===== config.mk =====
export PLATFORM = sky130hd
export DESIGN_NAME = traffic_light_ctrl_flat
export DESIGN_NICKNAME = d
export VERILOG_FILES = /design/src/rtl/traffic_light_if.sv /design/src/rtl/traffic_light_ctrl.sv /design/src/flat_wrapper.sv
export SDC_FILE = /design/constraint.sdc
export NUM_CORES = 1
export LEC_CHECK = 0
export ABC_CLOCK_PERIOD_IN_PS = 3450
export BUFFER_PORTS_ARGS = -buffer_cell sky130_fd_sc_hd__buf_2
export CORE_MARGIN = 10
export CORE_UTILIZATION = 50
export DETAILED_ROUTE_END_ITERATION = 8
export GPL_TIMING_DRIVEN = 0
export PLACE_DENSITY = 0.76
export SLEW_MARGIN = 20
export SYNTH_ARGS = -nofsm -noshare
export SYNTH_HDL_FRONTEND = slang
export SYNTH_SLANG_ARGS = --single-unit

===== constraint.sdc =====
create_clock -name clk -period 3.45 [get_ports clk]
set_input_delay 0.5175 -clock clk [delete_from_list [all_inputs] [get_ports clk]]
set_output_delay 0.5175 -clock clk [all_outputs]
set_load 0.01 [all_outputs]

===== src/rtl/traffic_light_if.sv =====
// Lamp/countdown bundle for traffic_light_ctrl; master is the controller side,
// slave is the road-side environment that raises crossing requests.
interface traffic_light_if #(
  parameter int unsigned NUM_PHASES = 2,
  parameter int unsigned CNT_W      = 8
);
  localparam int unsigned PhW = ($clog2(NUM_PHASES) > 1) ? $clog2(NUM_PHASES) : 1;

  logic [NUM_PHASES-1:0] pass_request;
  logic [CNT_W-1:0]      clock;
  logic [PhW-1:0]        phase;
  logic [NUM_PHASES-1:0] red;
  logic [NUM_PHASES-1:0] yellow;
  logic [NUM_PHASES-1:0] green;

  modport master (
    input  pass_request,
    output clock,
    output phase,
    output red,
    output yellow,
    output green
  );

  modport slave (
    output pass_request,
    input  clock,
    input  phase,
    input  red,
    input  yellow,
    input  green
  );
endinterface


===== src/rtl/traffic_light_ctrl.sv =====
// Multi-phase traffic light sequencer: GREEN -> YELLOW -> ALLRED per phase, with
// request-driven green shortening. Define TL_DEMAND_SKIP_EN for demand-based phase skipping.
module traffic_light_ctrl #(
  parameter int unsigned NUM_PHASES = 2,
  parameter int unsigned CNT_W      = 8,
  parameter int unsigned GREEN_T    = 60,
  parameter int unsigned YELLOW_T   = 5,
  parameter int unsigned ALLRED_T   = 2,
  parameter int unsigned PASS_T     = 10
) (
  input  logic           clk,
  input  logic           rst_n,
  traffic_light_if.master tl
);
  localparam int unsigned PhW = ($clog2(NUM_PHASES) > 1) ? $clog2(NUM_PHASES) : 1;

  typedef enum logic [1:0] {StIdle, StGreen, StYellow, StAllRed} state_e;

  state_e                state_q, state_d;
  logic [PhW-1:0]        phase_q, phase_d, next_phase;
  logic [CNT_W-1:0]      cnt_q, cnt_d;
  logic [NUM_PHASES-1:0] red_q, red_d;
  logic [NUM_PHASES-1:0] yellow_q, yellow_d;
  logic [NUM_PHASES-1:0] green_q, green_d;
  logic                  other_req;
  logic                  cnt_last;

  assign cnt_last = (cnt_q == CNT_W'(1));

  // Only requests from phases that are currently held at red may cut the green short.
  always_comb begin
    other_req = 1'b0;
    for (int i = 0; i < NUM_PHASES; i++) begin
      if (tl.pass_request[i] && (PhW'(i) != phase_q)) begin
        other_req = 1'b1;
      end
    end
  end

`ifdef TL_DEMAND_SKIP_EN
  logic [NUM_PHASES-1:0] pending_q, pending_d;
  int unsigned           cur_ph;
  int unsigned           dist;
  int unsigned           best;

  // Nearest pending phase going round from phase+1; the current phase is the last resort.
  always_comb begin
    next_phase = phase_q;
    cur_ph     = 32'(phase_q);
    dist       = 0;
    best       = NUM_PHASES + 1;
    for (int unsigned i = 0; i < NUM_PHASES; i++) begin
      if (i > cur_ph) begin
        dist = i - cur_ph;
      end else begin
        dist = i + NUM_PHASES - cur_ph;
      end
      if (pending_q[i] && (dist < best)) begin
        best       = dist;
        next_phase = PhW'(i);
      end
    end
  end

  always_comb begin
    pending_d = pending_q | tl.pass_request;
    for (int i = 0; i < NUM_PHASES; i++) begin
      if ((state_d == StGreen) && (state_q != StGreen) && (PhW'(i) == phase_d)) begin
        pending_d[i] = 1'b0;
      end
    end
  end

  always_ff @(posedge clk or negedge rst_n) begin
    if (!rst_n) begin
      pending_q <= '0;
    end else begin
      pending_q <= pending_d;
    end
  end
`else
  always_comb begin
    if (phase_q == PhW'(NUM_PHASES - 1)) begin
      next_phase = '0;
    end else begin
      next_phase = phase_q + PhW'(1);
    end
  end
`endif

  always_comb begin
    state_d = state_q;
    phase_d = phase_q;
    cnt_d   = cnt_q;
    case (state_q)
      StIdle: begin
        state_d = StGreen;
        phase_d = '0;
        cnt_d   = CNT_W'(GREEN_T);
      end
      StGreen: begin
        if (cnt_last) begin
          state_d = StYellow;
          cnt_d   = CNT_W'(YELLOW_T);
        end else if (other_req && (cnt_q > CNT_W'(PASS_T))) begin
          cnt_d = CNT_W'(PASS_T);
        end else begin
          cnt_d = cnt_q - CNT_W'(1);
        end
      end
      StYellow: begin
        if (cnt_last) begin
          state_d = StAllRed;
          cnt_d   = CNT_W'(ALLRED_T);
        end else begin
          cnt_d = cnt_q - CNT_W'(1);
        end
      end
      StAllRed: begin
        if (cnt_last) begin
          state_d = StGreen;
          phase_d = next_phase;
          cnt_d   = CNT_W'(GREEN_T);
        end else begin
          cnt_d = cnt_q - CNT_W'(1);
        end
      end
      default: begin
        state_d = StIdle;
        phase_d = '0;
        cnt_d   = '0;
      end
    endcase
  end

  // Lamps are decoded from the next state so the registered drives line up with state_q.
  always_comb begin
    red_d    = '0;
    yellow_d = '0;
    green_d  = '0;
    for (int i = 0; i < NUM_PHASES; i++) begin
      if ((state_d == StGreen) && (PhW'(i) == phase_d)) begin
        green_d[i] = 1'b1;
      end else if ((state_d == StYellow) && (PhW'(i) == phase_d)) begin
        yellow_d[i] = 1'b1;
      end else begin
        red_d[i] = 1'b1;
      end
    end
  end

  always_ff @(posedge clk or negedge rst_n) begin
    if (!rst_n) begin
      state_q  <= StIdle;
      phase_q  <= '0;
      cnt_q    <= '0;
      red_q    <= '1;
      yellow_q <= '0;
      green_q  <= '0;
    end else begin
      state_q  <= state_d;
      phase_q  <= phase_d;
      cnt_q    <= cnt_d;
      red_q    <= red_d;
      yellow_q <= yellow_d;
      green_q  <= green_d;
    end
  end

  assign tl.clock  = cnt_q;
  assign tl.phase  = phase_q;
  assign tl.red    = red_q;
  assign tl.yellow = yellow_q;
  assign tl.green  = green_q;

endmodule


===== src/flat_wrapper.sv =====
// flat-port wrapper written by rule: the top's interface ports become plain ports
module traffic_light_ctrl_flat 
#(
  parameter int unsigned NUM_PHASES = 2,
  parameter int unsigned CNT_W      = 8,
  parameter int unsigned GREEN_T    = 60,
  parameter int unsigned YELLOW_T   = 5,
  parameter int unsigned ALLRED_T   = 2,
  parameter int unsigned PASS_T     = 10
)
  (clk, rst_n, tl_pass_request, tl_clock, tl_phase, tl_red, tl_yellow, tl_green);
  traffic_light_if #(.NUM_PHASES(NUM_PHASES), .CNT_W(CNT_W)) tl_i ();
  input  logic clk;
  input  logic rst_n;
  input wire logic [$bits(tl_i.pass_request)-1:0] tl_pass_request;
  output wire logic [$bits(tl_i.clock)-1:0] tl_clock;
  output wire logic [$bits(tl_i.phase)-1:0] tl_phase;
  output wire logic [$bits(tl_i.red)-1:0] tl_red;
  output wire logic [$bits(tl_i.yellow)-1:0] tl_yellow;
  output wire logic [$bits(tl_i.green)-1:0] tl_green;
  assign tl_i.pass_request = tl_pass_request;
  assign tl_clock = tl_i.clock;
  assign tl_phase = tl_i.phase;
  assign tl_red = tl_i.red;
  assign tl_yellow = tl_i.yellow;
  assign tl_green = tl_i.green;
  traffic_light_ctrl #(.NUM_PHASES(NUM_PHASES), .CNT_W(CNT_W), .GREEN_T(GREEN_T), .YELLOW_T(YELLOW_T), .ALLRED_T(ALLRED_T), .PASS_T(PASS_T)) u_core (.clk(clk), .rst_n(rst_n), .tl(tl_i));
endmodule

Word level (Yosys, flattened, before mapping)
Cells that the tools add are included.

Flip-flop bits (word level): 17.

Add/subtract/negate cells: 2. $lt $le $gt $ge: 1. Equality and inequality tests: 6. Mux-type cells: 24. Bitwise gates (word level): 2. Reductions and logical operators: 8.

Operators by type and width (number): 8-bit two-way mux (4); 8-bit case mux with 4 select lines (1); 1-bit two-way mux (14); 8-bit by 1-bit equality test with 1-bit output, second input constant (1); 8-bit by 4-bit greater-than comparator with 1-bit output, second input constant (1); 2-bit case mux with 4 select lines (1); 8-bit by 1-bit subtractor with 8-bit output, second input constant (1); 1-bit logical AND (7); 2-bit equality test, second input constant (3); 2-bit two-way mux (3); 2-bit by 1-bit equality test with 1-bit output, second input constant (2); 2-bit zero test (1); 1-bit NOT (2); 1-bit case mux with 2 select lines (1); 1-bit adder, second input constant (1).

Depth between registers and ports, before layout
Word-level depth: 8. Mapped depth: 8. Depth with buffers taken out: 8.

Least setup slack after synthesis
No wires, ideal clock.

Path type: reg-to-reg. Start: register u_core.cnt_q[1] (netlist: u_core.tl.clock[1]). End: register u_core.red_q[0] (netlist: u_core.tl.red[0]). Setup time: 0.064 ns. Data arrival time: 1.883 ns. Slack: 1.503 ns. Cell stages (with the launch flop): 8. Buffers on the path: 0. Clock period less this slack: 1.947 ns. Cells stage by stage: dfrtp_1 -> inv_1 -> ha_1 -> or3b_4 -> o21ai_4 -> o211ai_4 -> or3_1 -> nand3_1.

Cells in the longest elaborated chain, start to end: 7. Elaborated cells between the ends (all ways): 14. Those cells by class: eq/ne (3); mux (8); bitwise (1); reduce/logical (2).

Ends and longest elaborated chain: from (decl) (RTL line traffic_light_ctrl.sv:21) `logic [CNT_W-1:0] cnt_q, cnt_d;`; from (signal assigned) (RTL line traffic_light_ctrl.sv:163) `cnt_q <= cnt_d;`; 8-bit by 1-bit equality test with 1-bit output (*) (RTL line traffic_light_ctrl.sv:28) `assign cnt_last = (cnt_q == CNT_W'(1));`; 2-bit two-way mux, on equally long branches (RTL line traffic_light_ctrl.sv:120, traffic_light_ctrl.sv:102, traffic_light_ctrl.sv:112); 2-bit case mux with 4 select lines (*) (RTL line traffic_light_ctrl.sv:95) `case (state_q)`; via u_core.state_d[0] (RTL line traffic_light_ctrl.sv:19) `state_e state_q, state_d;`; 2-bit equality test (RTL line traffic_light_ctrl.sv:144) `end else if ((state_d == StYellow) && (PhW'(i) == phase_d)) begin`; 1-bit logical AND (RTL line traffic_light_ctrl.sv:144); 1-bit two-way mux (RTL line traffic_light_ctrl.sv:144); 1-bit two-way mux (*) (RTL line traffic_light_ctrl.sv:142) `if ((state_d == StGreen) && (PhW'(i) == phase_d)) begin`; via u_core.red_d[0] (RTL line traffic_light_ctrl.sv:22) `logic [NUM_PHASES-1:0] red_q, red_d;`; to (signal assigned) (RTL line traffic_light_ctrl.sv:164) `red_q <= red_d;`; to (decl) (RTL line traffic_light_ctrl.sv:22).

Mark *: on every way through the listed nets, which the timed path passes. The rest lies on a longest branch.

Worst setup path in the final report
Start: register u_core.cnt_q[1] (netlist: u_core.tl.clock[1]). End: register u_core.yellow_q[0] (netlist: u_core.tl.yellow[0]).

Cells in the longest elaborated chain, start to end: 7. Elaborated cells between the ends (all ways): 14. Those cells by class: eq/ne (3); mux (8); bitwise (1); reduce/logical (2).

Ends and longest elaborated chain: 8-bit by 1-bit equality test with 1-bit output (*) (RTL line traffic_light_ctrl.sv:28); 1-bit two-way mux (*) (RTL line traffic_light_ctrl.sv:120) `if (cnt_last) begin`; 1-bit case mux with 2 select lines (*) (RTL line traffic_light_ctrl.sv:95); via u_core.phase_d (RTL line traffic_light_ctrl.sv:20) `logic [PhW-1:0] phase_q, phase_d, next_phase;`; 1-bit NOT (*) (RTL line traffic_light_ctrl.sv:142, traffic_light_ctrl.sv:144); 1-bit logical AND (RTL line traffic_light_ctrl.sv:144); 1-bit two-way mux (RTL line traffic_light_ctrl.sv:144); 1-bit two-way mux (*) (RTL line traffic_light_ctrl.sv:142); via u_core.yellow_d[0] (RTL line traffic_light_ctrl.sv:23) `logic [NUM_PHASES-1:0] yellow_q, yellow_d;`; to (signal assigned) (RTL line traffic_light_ctrl.sv:165) `yellow_q <= yellow_d;`; to (decl) (RTL line traffic_light_ctrl.sv:23).

Marked as above.

==> impl_metrics.tcl <==
set metrics [dict create \
    cts_root_buf "clkbuf_4" \
    max_slew_margin 0.7015 \
    ys_top_cells_by_count "15 x dfrtp_1, 15 x nor2_1, 8 x inv_1" \
    crit_family "simple AND/OR/NAND/NOR gates" \
    cts.clk_slew.worst_paths_ns 0.09 \
    drcViolationCount 0 \
    ctsResizeCount 0 \
    globalRouteOverflowTotal 0 \
    grt_use_total 0.1053 \
    worst_clock_skew_ns 0.002831 \
    path_buf_inv 2 \
    clock_sinks 17 \
    synth_top_cell_by_area "dfrtp_1" \
    min_period_ns 2.103 \
    synth_area_mm2 0.001016 \
    ys.flop_type "dfrtp_1" \
    drive_gt1_frac 0.2500 \
    worstMarginPinSlew_ns 0.4461 \
    hold_class "primary input to async pin" \
    worst_path_largest_cell_delay_ns 0.45 \
    ys_types 38 \
    die_w_um 65.08 \
    end_kind "register" \
    fin_crit_sh 0.6096 \
    layout.nets 136 \
    drv_slew 0 \
    drv_cap 0 \
    hold_slack_ns 0.1273 \
    port_buffers 18 \
    syn2layout_area_growth_pct 14.78 \
    power.leakage_nw 0.6055 \
    routed_via_density 5.338 \
    cts_buffers 3 \
    rsz0062_at_grt "false" \
    wl_met3_um 157 \
    ys_top_cells_by_area "dfrtp_1 37%, ha_1 8.6%, nor2_1 5.5%, dfstp_2 5.2%, a21oi_1 3.0%" \
    cp_max_fo 8 \
    fillers 186 \
    crit_path_cell_trace "inv_1 > ha_1 > or3b_4 > nor2_4 > mux2i_1 > o21a_1 > inv_2 > nor2_1" \
    yosys_warnings 0 \
    rrSetupSlack_ns 1.35 \
    synth_nets 113 \
    p_per_area_mw_per_mm2 918.6 \
    drt-pass1-iter-count 4 \
    cts_buffer_depth 2 \
    avgSynthCellArea_um2 9.961 \
    vdd_ir_drop_max_mv 0.4802 \
    synth_edf_count 0 \
    routed_wirelength_um 2089 \
    grt_max_degree 18 \
    met1Wirelength_um 928 \
    vias 806 \
    cts_tree "done" \
    post_cts_buffers 0 \
    worstPathArrival_ns 2.33 \
    yosysSeqAreaShare 0.4212 \
    hold_buffers 0 \
    finalHoldViolations 0 \
    ant_nets 0 \
    fin_area_mm2 0.001166 \
    grt_pass1_vias 803 \
    top_layer "met4" \
    critPathKind "register to register" \
    fmax_mhz 475.5 \
    rows 16 \
    cpMaxStageDelayCell "or3b_4" \
    ys_async_sr_fraction 1.000 \
    fin_tns_setup_ns 0 \
    antenna_found_initial 0 \
    ys_ff_latch 17 \
    synth_cells 102 \
    die_h_um 65.08 \
    grt_pass1_wl_um 3574 \
    status "finished clean" \
    placed_area_mm2 0.001140 \
    setup_viol 0 \
    wl_per_cell_um 13.83 \
    critPathLaunchType "register" \
    h-tree-depth 1 \
    hpwl_um 1698 \
    io_pins 19 \
    initialDrtViolationCount 39 \
    clock_latency_ns 0.29 \
    diodes 0 \
    synth_top_area_frac 0.3695 \
    start_util 0.5232 \
    gp_congestion 0.8664 \
    met2_length_um 970 \
    coreArea_mm2 0.001942 \
    die_area_mm2 0.004235 \
    cp.required_ns 3.67 \
]
==> metrics by stage <==
| step | cells | worst slack (ns) | total power [W] | util |
|---|---|---|---|---|
| 6_report | 151 | 1.347 | 0.001071 | 0.6005 |
| 5_1_grt | 151 | 1.138 | 0.001180 | 0.6005 |
| 4_1_cts | 151 | 1.345 | 0.001088 | 0.6005 |
| 3_5_place_dp | 147 | 1.376 | 0.0009753 | 0.5870 |
| 3_3_place_gp | 147 | 1.382 | 0.0009658 | 0.5870 |
| 2_1_floorplan | 102 | 1.503 | 0.0008211 | - |
==> power breakdown <==
group | leakage, nW | switching, W | total (W) | internal, W
clock | 0.0150 | 0.0000585 | 0.000104 | 0.0000450
sequential | 0.211 | 0.0000808 | 0.000346 | 0.000265
combinational | 0.380 | 0.000353 | 0.000622 | 0.000269
==> path summary, 6_finish.rpt <==
kind                                    startpoint                  end  cells after the start
max in group asynchronous                    rst_n     u_core.tl.red[1]                      1
worst min register to register  u_core.tl.clock[0]   u_core.tl.clock[0]                      1
worst min-delay path                         rst_n   u_core.tl.clock[4]                      1
worst max-delay path            u_core.tl.clock[1]  u_core.tl.yellow[0]                      8
min in group clk                u_core.tl.clock[0]   u_core.tl.clock[0]                      1
worst max register to register  u_core.tl.clock[1]  u_core.tl.yellow[0]                      8
==> per-layer routing <==
layer | vias to the layer above | track usage
li1 | 411 | -
met3 | 4 | 0.04811
met4 | 0 | 0.04813
met1 | 374 | 0.1209
met5 | - | 0
met2 | 17 | 0.1638
==> logic make-up (layout without fill, tap and decap cells) <==
group,after synthesis,in the layout,synth area share
mux,2,2,0.01971
flops,17,17,0.4212
simple gates,34,34,0.1958
buf+inv,10,32,0.03694
compound gates,29,29,0.2143
xor+xnor,3,3,0.02587
fa+ha+maj,7,7,0.08620
==> registers in the layout (all words and copies together) (netlist names) <==
register / count
u_core.state_q: 2
u_core.tl.phase: 1
u_core.tl.green: 2
u_core.tl.red: 2
u_core.tl.yellow: 2
u_core.tl.clock: 8
==> cell usage in the layout, fill, tap and decap left out, types with 2 or more instances in the layout <==
cell,synthesis,layout
nand3_1,4,4
mux2i_1,2,2
a31oi_1,3,3
nor2_1,15,15
a21o_1,4,4
nand2_1,2,2
buf_2,0,18
nor3_1,2,2
xor2_1,3,3
a21oi_1,6,6
dfrtp_1,15,15
a22oi_1,2,2
o21a_1,3,3
inv_1,8,8
clkbuf_1,1,2
dfstp_2,2,2
ha_1,7,7
clkbuf_4,0,3
nor4_1,2,2
==> final cells by class <==
type	instances	area, um^2	area share
inverters	9	33.78	0.02897
multi-input cells	75	550.5	0.4721
flip-flops and latches	17	427.9	0.3670
well taps	27	33.78	0.02897
clock buffers	4	26.28	0.02253
repair buffers	18	90.09	0.07725
plain buffers	1	3.754	0.003219
No activity file was read; power rests on OpenSTA's default activity.
